[config.mk]
export PLATFORM = sky130hd
export DESIGN_NAME = gate_pipe_flat
export DESIGN_NICKNAME = d
export VERILOG_FILES = /design/src/rtl/gate_pkg.sv /design/src/rtl/gate_pipe_if.sv /design/src/rtl/gate_pipe_stage.sv /design/src/rtl/gate_pipe.sv /design/src/flat_wrapper.sv
export SDC_FILE = /design/constraint.sdc
export NUM_CORES = 1
export LEC_CHECK = 0
export ABC_AREA = 1
export CAP_MARGIN = 20
export CORE_ASPECT_RATIO = 1.4
export CORE_MARGIN = 1.5
export CORE_UTILIZATION = 52
export DETAILED_ROUTE_END_ITERATION = 10
export PLACE_DENSITY = 0.8
export SLEW_MARGIN = 20
export SYNTH_ARGS = -nofsm -noshare
export SYNTH_HDL_FRONTEND = slang
export SYNTH_SLANG_ARGS = --single-unit
[constraint.sdc]
create_clock -name clk -period 2.2 [get_ports clk]
set_input_delay 0.55 -clock clk [delete_from_list [all_inputs] [get_ports clk]]
set_output_delay 0.55 -clock clk [all_outputs]
set_load 0.01 [all_outputs]
[src/rtl/gate_pkg.sv]
// Op codes, op type and the bitwise op evaluator shared by the
// gate pipeline and its stages.
package gate_pkg;

   typedef logic [2:0] op_t;

   localparam op_t OP_NOT  = 3'd0;
   localparam op_t OP_BUF  = 3'd1;
   localparam op_t OP_AND  = 3'd2;
   localparam op_t OP_OR   = 3'd3;
   localparam op_t OP_XOR  = 3'd4;
   localparam op_t OP_NAND = 3'd5;
   localparam op_t OP_NOR  = 3'd6;
   localparam op_t OP_XNOR = 3'd7;

   localparam int MAX_WIDTH = 64;

   // Evaluated at full width; callers truncate to their own WIDTH.
   function automatic logic [MAX_WIDTH-1:0] gate_eval(
      op_t                  op,
      logic [MAX_WIDTH-1:0] a,
      logic [MAX_WIDTH-1:0] b
   );
      logic [MAX_WIDTH-1:0] y;
      y = '0;
      unique case (op)
         OP_NOT:  y = ~a;
         OP_BUF:  y = a;
         OP_AND:  y = a & b;
         OP_OR:   y = a | b;
         OP_XOR:  y = a ^ b;
         OP_NAND: y = ~(a & b);
         OP_NOR:  y = ~(a | b);
         OP_XNOR: y = ~(a ^ b);
      endcase
      return y;
   endfunction

endpackage

[src/rtl/gate_pipe_if.sv]
// Input and output valid/ready channels of the gate pipeline.
// The slave modport is the pipeline side, master the environment side.
interface gate_pipe_if #(
   parameter int WIDTH = 8
) ();
   import gate_pkg::*;

   logic             in_valid;
   logic             in_ready;
   op_t              in_op;
   logic [WIDTH-1:0] in_a;
   logic [WIDTH-1:0] in_b;

   logic             out_valid;
   logic             out_ready;
   logic [WIDTH-1:0] out_y;
   op_t              out_op;

   modport master (
      output in_valid, in_op, in_a, in_b, out_ready,
      input  in_ready, out_valid, out_y, out_op
   );

   modport slave (
      input  in_valid, in_op, in_a, in_b, out_ready,
      output in_ready, out_valid, out_y, out_op
   );

endinterface

[src/rtl/gate_pipe_stage.sv]
// One pipeline register slot (valid, op, y) that loads from upstream
// whenever it is empty or its content moves on this cycle.
module gate_pipe_stage
   import gate_pkg::*;
#(
   parameter int WIDTH = 8
) (
   input  logic             clk,
   input  logic             rst,
   input  logic             up_valid,
   input  op_t              up_op,
   input  logic [WIDTH-1:0] up_y,
   input  logic             down_ready,
   output logic             valid,
   output op_t              op,
   output logic [WIDTH-1:0] y
);

   logic ready;

   assign ready = !valid || down_ready;

   always_ff @(posedge clk or posedge rst) begin
      if (rst) begin
         valid <= 1'b0;
         op    <= '0;
         y     <= '0;
      end else if (ready) begin
         valid <= up_valid;
         if (up_valid) begin
            op <= up_op;
            y  <= up_y;
         end
      end
   end

endmodule

[src/rtl/gate_pipe.sv]
// Elastic bitwise-gate pipeline: result computed on entry, then carried
// through STAGES valid/ready register slots; counts delivered beats.
module gate_pipe
   import gate_pkg::*;
#(
   parameter int WIDTH  = 8,
   parameter int STAGES = 2
) (
   input  logic        clk,
   input  logic        rst,
   gate_pipe_if.slave  bus,
   output logic [15:0] op_count
);

   logic [WIDTH-1:0]  y_in;
   logic [STAGES-1:0] vs;
   op_t               os [STAGES];
   logic [WIDTH-1:0]  ys [STAGES];
   logic [STAGES:0]   rdy;

   assign y_in = WIDTH'(gate_eval(bus.in_op,
                                  MAX_WIDTH'(bus.in_a),
                                  MAX_WIDTH'(bus.in_b)));

   // rdy[k] is the ready of stage k, rdy[STAGES] the sink; the chain
   // is built from the valid bits only so it never loops through itself.
   always_comb begin
      rdy         = '0;
      rdy[STAGES] = bus.out_ready;
      for (int k = STAGES - 1; k >= 0; k--) begin
         rdy[k] = !vs[k] || rdy[k+1];
      end
   end

   for (genvar k = 0; k < STAGES; k++) begin : g_stage
      logic             uv;
      op_t              uo;
      logic [WIDTH-1:0] uy;

      if (k == 0) begin : g_head
         assign uv = bus.in_valid;
         assign uo = bus.in_op;
         assign uy = y_in;
      end else begin : g_body
         assign uv = vs[k-1];
         assign uo = os[k-1];
         assign uy = ys[k-1];
      end

      gate_pipe_stage #(
         .WIDTH (WIDTH)
      ) u_stage (
         .clk        (clk),
         .rst        (rst),
         .up_valid   (uv),
         .up_op      (uo),
         .up_y       (uy),
         .down_ready (rdy[k+1]),
         .valid      (vs[k]),
         .op         (os[k]),
         .y          (ys[k])
      );
   end

   assign bus.in_ready  = !rst && rdy[0];
   assign bus.out_valid = vs[STAGES-1];
   assign bus.out_y     = ys[STAGES-1];
   assign bus.out_op    = os[STAGES-1];

   always_ff @(posedge clk or posedge rst) begin
      if (rst) begin
         op_count <= '0;
      end else if (vs[STAGES-1] && bus.out_ready) begin
         op_count <= op_count + 16'd1;
      end
   end

endmodule

[src/flat_wrapper.sv]
// flat-port wrapper written by rule: the top's interface ports become plain ports
module gate_pipe_flat import gate_pkg::*;
#(
   parameter int WIDTH  = 8,
   parameter int STAGES = 2
)
  (clk, rst, op_count, bus_in_valid, bus_in_op, bus_in_a, bus_in_b, bus_out_ready, bus_in_ready, bus_out_valid, bus_out_y, bus_out_op);
  gate_pipe_if #(.WIDTH(WIDTH)) bus_i ();
  input  logic clk;
  input  logic rst;
  output logic [15:0] op_count;
  input wire logic [$bits(bus_i.in_valid)-1:0] bus_in_valid;
  input wire logic [$bits(bus_i.in_op)-1:0] bus_in_op;
  input wire logic [$bits(bus_i.in_a)-1:0] bus_in_a;
  input wire logic [$bits(bus_i.in_b)-1:0] bus_in_b;
  input wire logic [$bits(bus_i.out_ready)-1:0] bus_out_ready;
  output wire logic [$bits(bus_i.in_ready)-1:0] bus_in_ready;
  output wire logic [$bits(bus_i.out_valid)-1:0] bus_out_valid;
  output wire logic [$bits(bus_i.out_y)-1:0] bus_out_y;
  output wire logic [$bits(bus_i.out_op)-1:0] bus_out_op;
  assign bus_i.in_valid = bus_in_valid;
  assign bus_i.in_op = bus_in_op;
  assign bus_i.in_a = bus_in_a;
  assign bus_i.in_b = bus_in_b;
  assign bus_i.out_ready = bus_out_ready;
  assign bus_in_ready = bus_i.in_ready;
  assign bus_out_valid = bus_i.out_valid;
  assign bus_out_y = bus_i.out_y;
  assign bus_out_op = bus_i.out_op;
  gate_pipe #(.WIDTH(WIDTH), .STAGES(STAGES)) u_core (.clk(clk), .rst(rst), .bus(bus_i), .op_count(op_count));
endmodule
Word-level counts from Yosys, hierarchy flattened. Cells that the tools add are included.

Input bits: 23. Logic and storage cells: 33. Register bits after elaboration: 40. Output and inout port bits: 29.

Reduce and logical (&&, ||, !) cells: 10. Muxes and demuxes: 1. Add/subtract/negate cells: 1. Bitwise gates (word level): 7. Eq/ne operators: 7.

Operator list (count): 8-bit one-hot mux with 8 select lines (1); 8-bit NOT (4); 16-bit by 1-bit adder with 16-bit output, second input constant (1); 3-bit equality test, second input constant (4); 8-bit AND (1); 8-bit OR (1); 8-bit XOR (1); 3-bit by 2-bit equality test with 1-bit output, second input constant (2); 2-bit AND reduction (2); 3-bit by 1-bit equality test with 1-bit output, second input constant (1); 1-bit logical NOT (3); 3-bit logical NOT (1); 1-bit logical AND (2); 1-bit logical OR (2).

Longest topological paths before layout.
Depth in word-level cells: 4. Gate-level depth with buffers: 10. Mapped depth without buffers: 10.

By module. A second synthesis with hierarchy kept.

Cell total of the unflattened synthesis: 343. Area total of the unflattened synthesis: 2516.2 um^2.

By module, submodules not included: gate_pipe (cells an instance 237, seq. area each 400.4 um^2, area an instance 1540.2 um^2, times used 1); gate_pipe_stage (cells an instance 53, seq. area each 300.3 um^2, area an instance 488.0 um^2, times used 2).

Worst setup path before layout. No wires, ideal clock.

Kind: input port to output port. From: input port rst. To: output port bus_in_ready. Path buffers: 0. Arrival time: 1.633 ns. Data required time: 1.650 ns. Slack: 0.017 ns. Cell stages on the path: 3. Cell sequence: inv_1 > nand2_1 > inv_1.

Word-level cells in the longest chain between the ends: 2.

RTL lines: start: declaration (RTL line flat_wrapper.sv:10) `input logic rst;`; 1-bit logical NOT (RTL line gate_pipe.sv:65) `assign bus.in_ready = !rst && rdy[0];`; 1-bit logical AND (RTL line gate_pipe.sv:65); end: declaration (RTL line flat_wrapper.sv:17) `output wire logic [$bits(bus_i.in_ready)-1:0] bus_in_ready;`.

No other way between the ends.

Final worst setup path.
From: input port bus_out_ready. To: output port bus_in_ready.

Word-level cells in the longest chain between the ends: 3.

RTL lines: start: declaration (RTL line flat_wrapper.sv:16) `input wire logic [$bits(bus_i.out_ready)-1:0] bus_out_ready;`; 1-bit logical OR (2 in series) (RTL line gate_pipe.sv:31) `rdy[k] = !vs[k] || rdy[k+1];`; 1-bit logical AND (RTL line gate_pipe.sv:65).

No other way between the ends.

==> run summary <==
* **status** completed
* **area of the multi-input gates** 0.00135 sq mm
* **effective utilization at floorplan** 54.1%
* **Residual DRC** 0
* **total power per unit cell area** 714 mW/mm^2
* **violation count after the first detailed-route iteration** 122
* **pin count of the biggest net entering global routing** 41
* **peak supply drop** 250 uV
* **layout cells sized above 1** 10.4%
* **cell row count** 30
* **number of slew-limit violations in the final report** 0
* **GP Congestion** 0.834
* **layout overhead on the synthesized area** 27.3%
* **Crit path largest cell delay** 0.50 ns
* **maximum achievable frequency** 478 MHz
* **CTS hold repair buffers** 0
* **Power Total** 2.40 mW
* **netlist area before placement** 0.00264 sq mm
* **Final Net Count** 454
* **shortest period the worst path allows** 2.09 ns
* **horizontal extent of the die** 63.2 um
* **count of vias placed by the detailed router** 2421
* **number of CTS-inserted buffers** 5
* **capturing element type of the critical path** output port
* **met2 Track Usage GR** 39.8%
* **half-perimeter wire length after detailed placement** 4220 um
* **total leakage power** 1.80 nW
* **most frequent standard cell in the layout excluding fill and tap cells** sky130_fd_sc_hd__nand2_1
* **sequential cell area in the final layout** 0.00100 sq mm
* **final global-route overflow total** 0
* **Yosys top cell by area** sky130_fd_sc_hd__dfrtp_1
* **sequential-to-total area share from yosys stat** 37.9%
* **number of clock sinks** 40
* **final period utilization** 95.1%
* **placeable core area** 0.00488 sq mm
* **post-placement cell count** 471
* **final hold violations** 0
* **proportion of netlist area held by the largest area contributor** 37.9%
* **CTS tree** built
* **maximum level of the CTS H-tree** 2
* **placement-stage worst setup slack** -0.165 ns
* **largest cells by area after synthesis** sky130_fd_sc_hd__dfrtp_1 (38%), sky130_fd_sc_hd__nand2_1 (15%), sky130_fd_sc_hd__inv_1 (8.4%)
* **remaining antenna violation count after routing** 0
* **type of the tightest min-delay check** flip-flop to flip-flop
* **leading cell types in the layout, fill and taps excluded** sky130_fd_sc_hd__nand2_1 (102), sky130_fd_sc_hd__inv_1 (59), sky130_fd_sc_hd__clkdlybuf4s50_1 (50)
* **antenna violations before repair** 0
* **instance count of the mapped netlist** 351
* **number of optimization iterations in the first detailed-route pass** 4
* **Least-Margin Pin Slew** 0.480 ns
* **final-report setup violation count** 0
* **Filler cells** 436
* **endpoint required time on the critical path** 1.65 ns
* **via count of the first global-routing pass** 2263
* **grt met1 use** 26.2%
* **Die H** 87.3 um
* **most used cell along the critical path** sky130_fd_sc_hd__inv_1
* **kind of launch point of the worst setup path** input port
* **CP Data Arrival Time** 1.54 ns
* **Max-slew headroom** 68.0%
* **met3 usage in global routing** 2.85%
* **setup repair after global routing missed its margin** no
* **Routed WL per cell** 11.5 um
* **setup skew after layout** 0.00706 ns
* **routed wire length** 5490 um
* **post-synthesis sequential element count** 40
* **highest-utilization routing layer at the global route stage** met2
* **wire length of the first global-routing pass** 9690 um
* **number of cells in the finished layout apart from fillers** 478
* **sequence of cells on the critical path** clkdlybuf4s50_1 -> inv_1 -> nand3_1 -> nand2_1 -> inv_1 -> dlygate4sd2_1
* **Critical Setup Path Class** input port to output port
* **count of input and output buffers** 51
* **CTS clock-pin slew for the worst setup and hold paths** 0.07 ns
* **standard cell with the maximum stage delay on the critical path** sky130_fd_sc_hd__clkdlybuf4s50_1
* **clock tree buffer depth** 2
* **Worst Slack Setup Final** 0.108 ns
* **Max-cap violations** 0
* **antenna diode count** 0
* **worst-path maximum fanout** 2
* **Die Outline Area** 0.00552 sq mm
* **CTS root buf** sky130_fd_sc_hd__clkbuf_8
* **post-synthesis cell type count** 20
* **GRT Resource Usage Total** 21.9%
* **post-synthesis net count** 391
* **number of vias per cell** 5.06
* **warning count from the yosys run** 0
* **average instance area after synthesis** 7.52 sq um
* **buffer and inverter count on the worst path** 4
* **clock latency on the worst-skew pair** 0.29 ns
* **top-level I/O count** 52
* **cell family with most CP delay** buffers and inverters
==> report_power, final <==
part           internal, mW  total [mW]  switching [mW]
registers             0.915        1.07           0.150
clock network         0.215       0.455           0.239
logic                 0.489       0.881           0.392
==> layout make-up <==
| cell class | instances | share of cell area, % |
|---|---|---|
| clock buffer | 6 | 2.16 |
| clock inverter | 1 | 0.149 |
| inverter | 61 | 6.81 |
| multi-input combinational | 240 | 40.2 |
| sequential | 40 | 29.8 |
| tap | 64 | 2.38 |
| timing repair buffer | 66 | 18.5 |
==> path summary, 6_finish.rpt <==
path	from	to	slack (ns)	cells past startpoint
min	u_core.op_count[15]	u_core.op_count[15]	0.47	1
max in group asynchronous	rst	u_core.g_stage[1].u_stage.y[7]	1.14	3
min in group asynchronous	rst	u_core.op_count[12]	0.72	3
max reg2reg	u_core.op_count[0]	u_core.op_count[14]	0.70	8
min reg2reg	u_core.op_count[15]	u_core.op_count[15]	0.47	1
max	bus_out_ready	bus_in_ready	0.11	6
==> cells in the mapped netlist <==
cell type                 count
sky130_fd_sc_hd__inv_2        2
sky130_fd_sc_hd__dfrtp_1     40
sky130_fd_sc_hd__nand3_4      1
sky130_fd_sc_hd__nand4_1     27
sky130_fd_sc_hd__xor2_1       6
sky130_fd_sc_hd__nand3_1      8
sky130_fd_sc_hd__buf_4        3
sky130_fd_sc_hd__inv_1       59
sky130_fd_sc_hd__nor2_2       3
sky130_fd_sc_hd__nand2_2      2
sky130_fd_sc_hd__nor2_1      34
sky130_fd_sc_hd__o21ai_0     11
sky130_fd_sc_hd__nand2_1    102
sky130_fd_sc_hd__nor3_4       1
sky130_fd_sc_hd__nor2_4       1
sky130_fd_sc_hd__mux2_2      12
sky130_fd_sc_hd__a21oi_1      8
sky130_fd_sc_hd__ha_1        17
sky130_fd_sc_hd__buf_2        7
sky130_fd_sc_hd__xnor2_1      7
==> registers in the layout, summed over array words and instances (netlist names) <==
register                      flops
u_core.op_count                  16
u_core.g_stage.u_stage.y         16
u_core.g_stage.u_stage.op         6
u_core.g_stage.u_stage.valid      2
==> per-stage QoR <==
step                      cell area, sq um  TNS [ns]  hold WS (ns)  util (%)
after floorplan                       2640         0         0.445         -
after global placement                3290    -0.155         0.459      67.3
after detailed placement              3290    -0.165         0.462      67.3
after CTS                             3360         0         0.477      68.9
after global routing                  3360         0         0.503      68.9
final                                 3360         0         0.472      68.9
==> logic make-up after synthesis <==
logic type	synth area share (%)
fa+ha+maj	8.06
buf+inv	10.9
simple gates	30.1
mux	5.12
flops	37.9
xor+xnor	4.31
compound gates	3.60
==> worst register-to-register path, stage by stage, from the launching register on <==
cell and delay, ns:
sky130_fd_sc_hd__dfrtp_1 0.42, sky130_fd_sc_hd__ha_1 0.20, sky130_fd_sc_hd__nand2_1 0.07, sky130_fd_sc_hd__nor2_1 0.15
sky130_fd_sc_hd__nand3_1 0.09, sky130_fd_sc_hd__nor2_1 0.23, sky130_fd_sc_hd__nand3_1 0.11, sky130_fd_sc_hd__nand2_1 0.07
sky130_fd_sc_hd__nand2_1 0.04
==> routing by layer <==
layer	part of all wire, %	wire, um
met3	4.0	217
met2	51	2820
met1	43	2350
met5	0	0
met4	1.9	102
==> timing repair <==
item / CTS / global route
endpoints found under the setup margin: 1 / 0
gates resized for setup: 1 / 0
setup buffers: 0 / 0
endpoints found under the hold margin: 0 / 0
No activity file was read; power rests on OpenSTA's default activity.
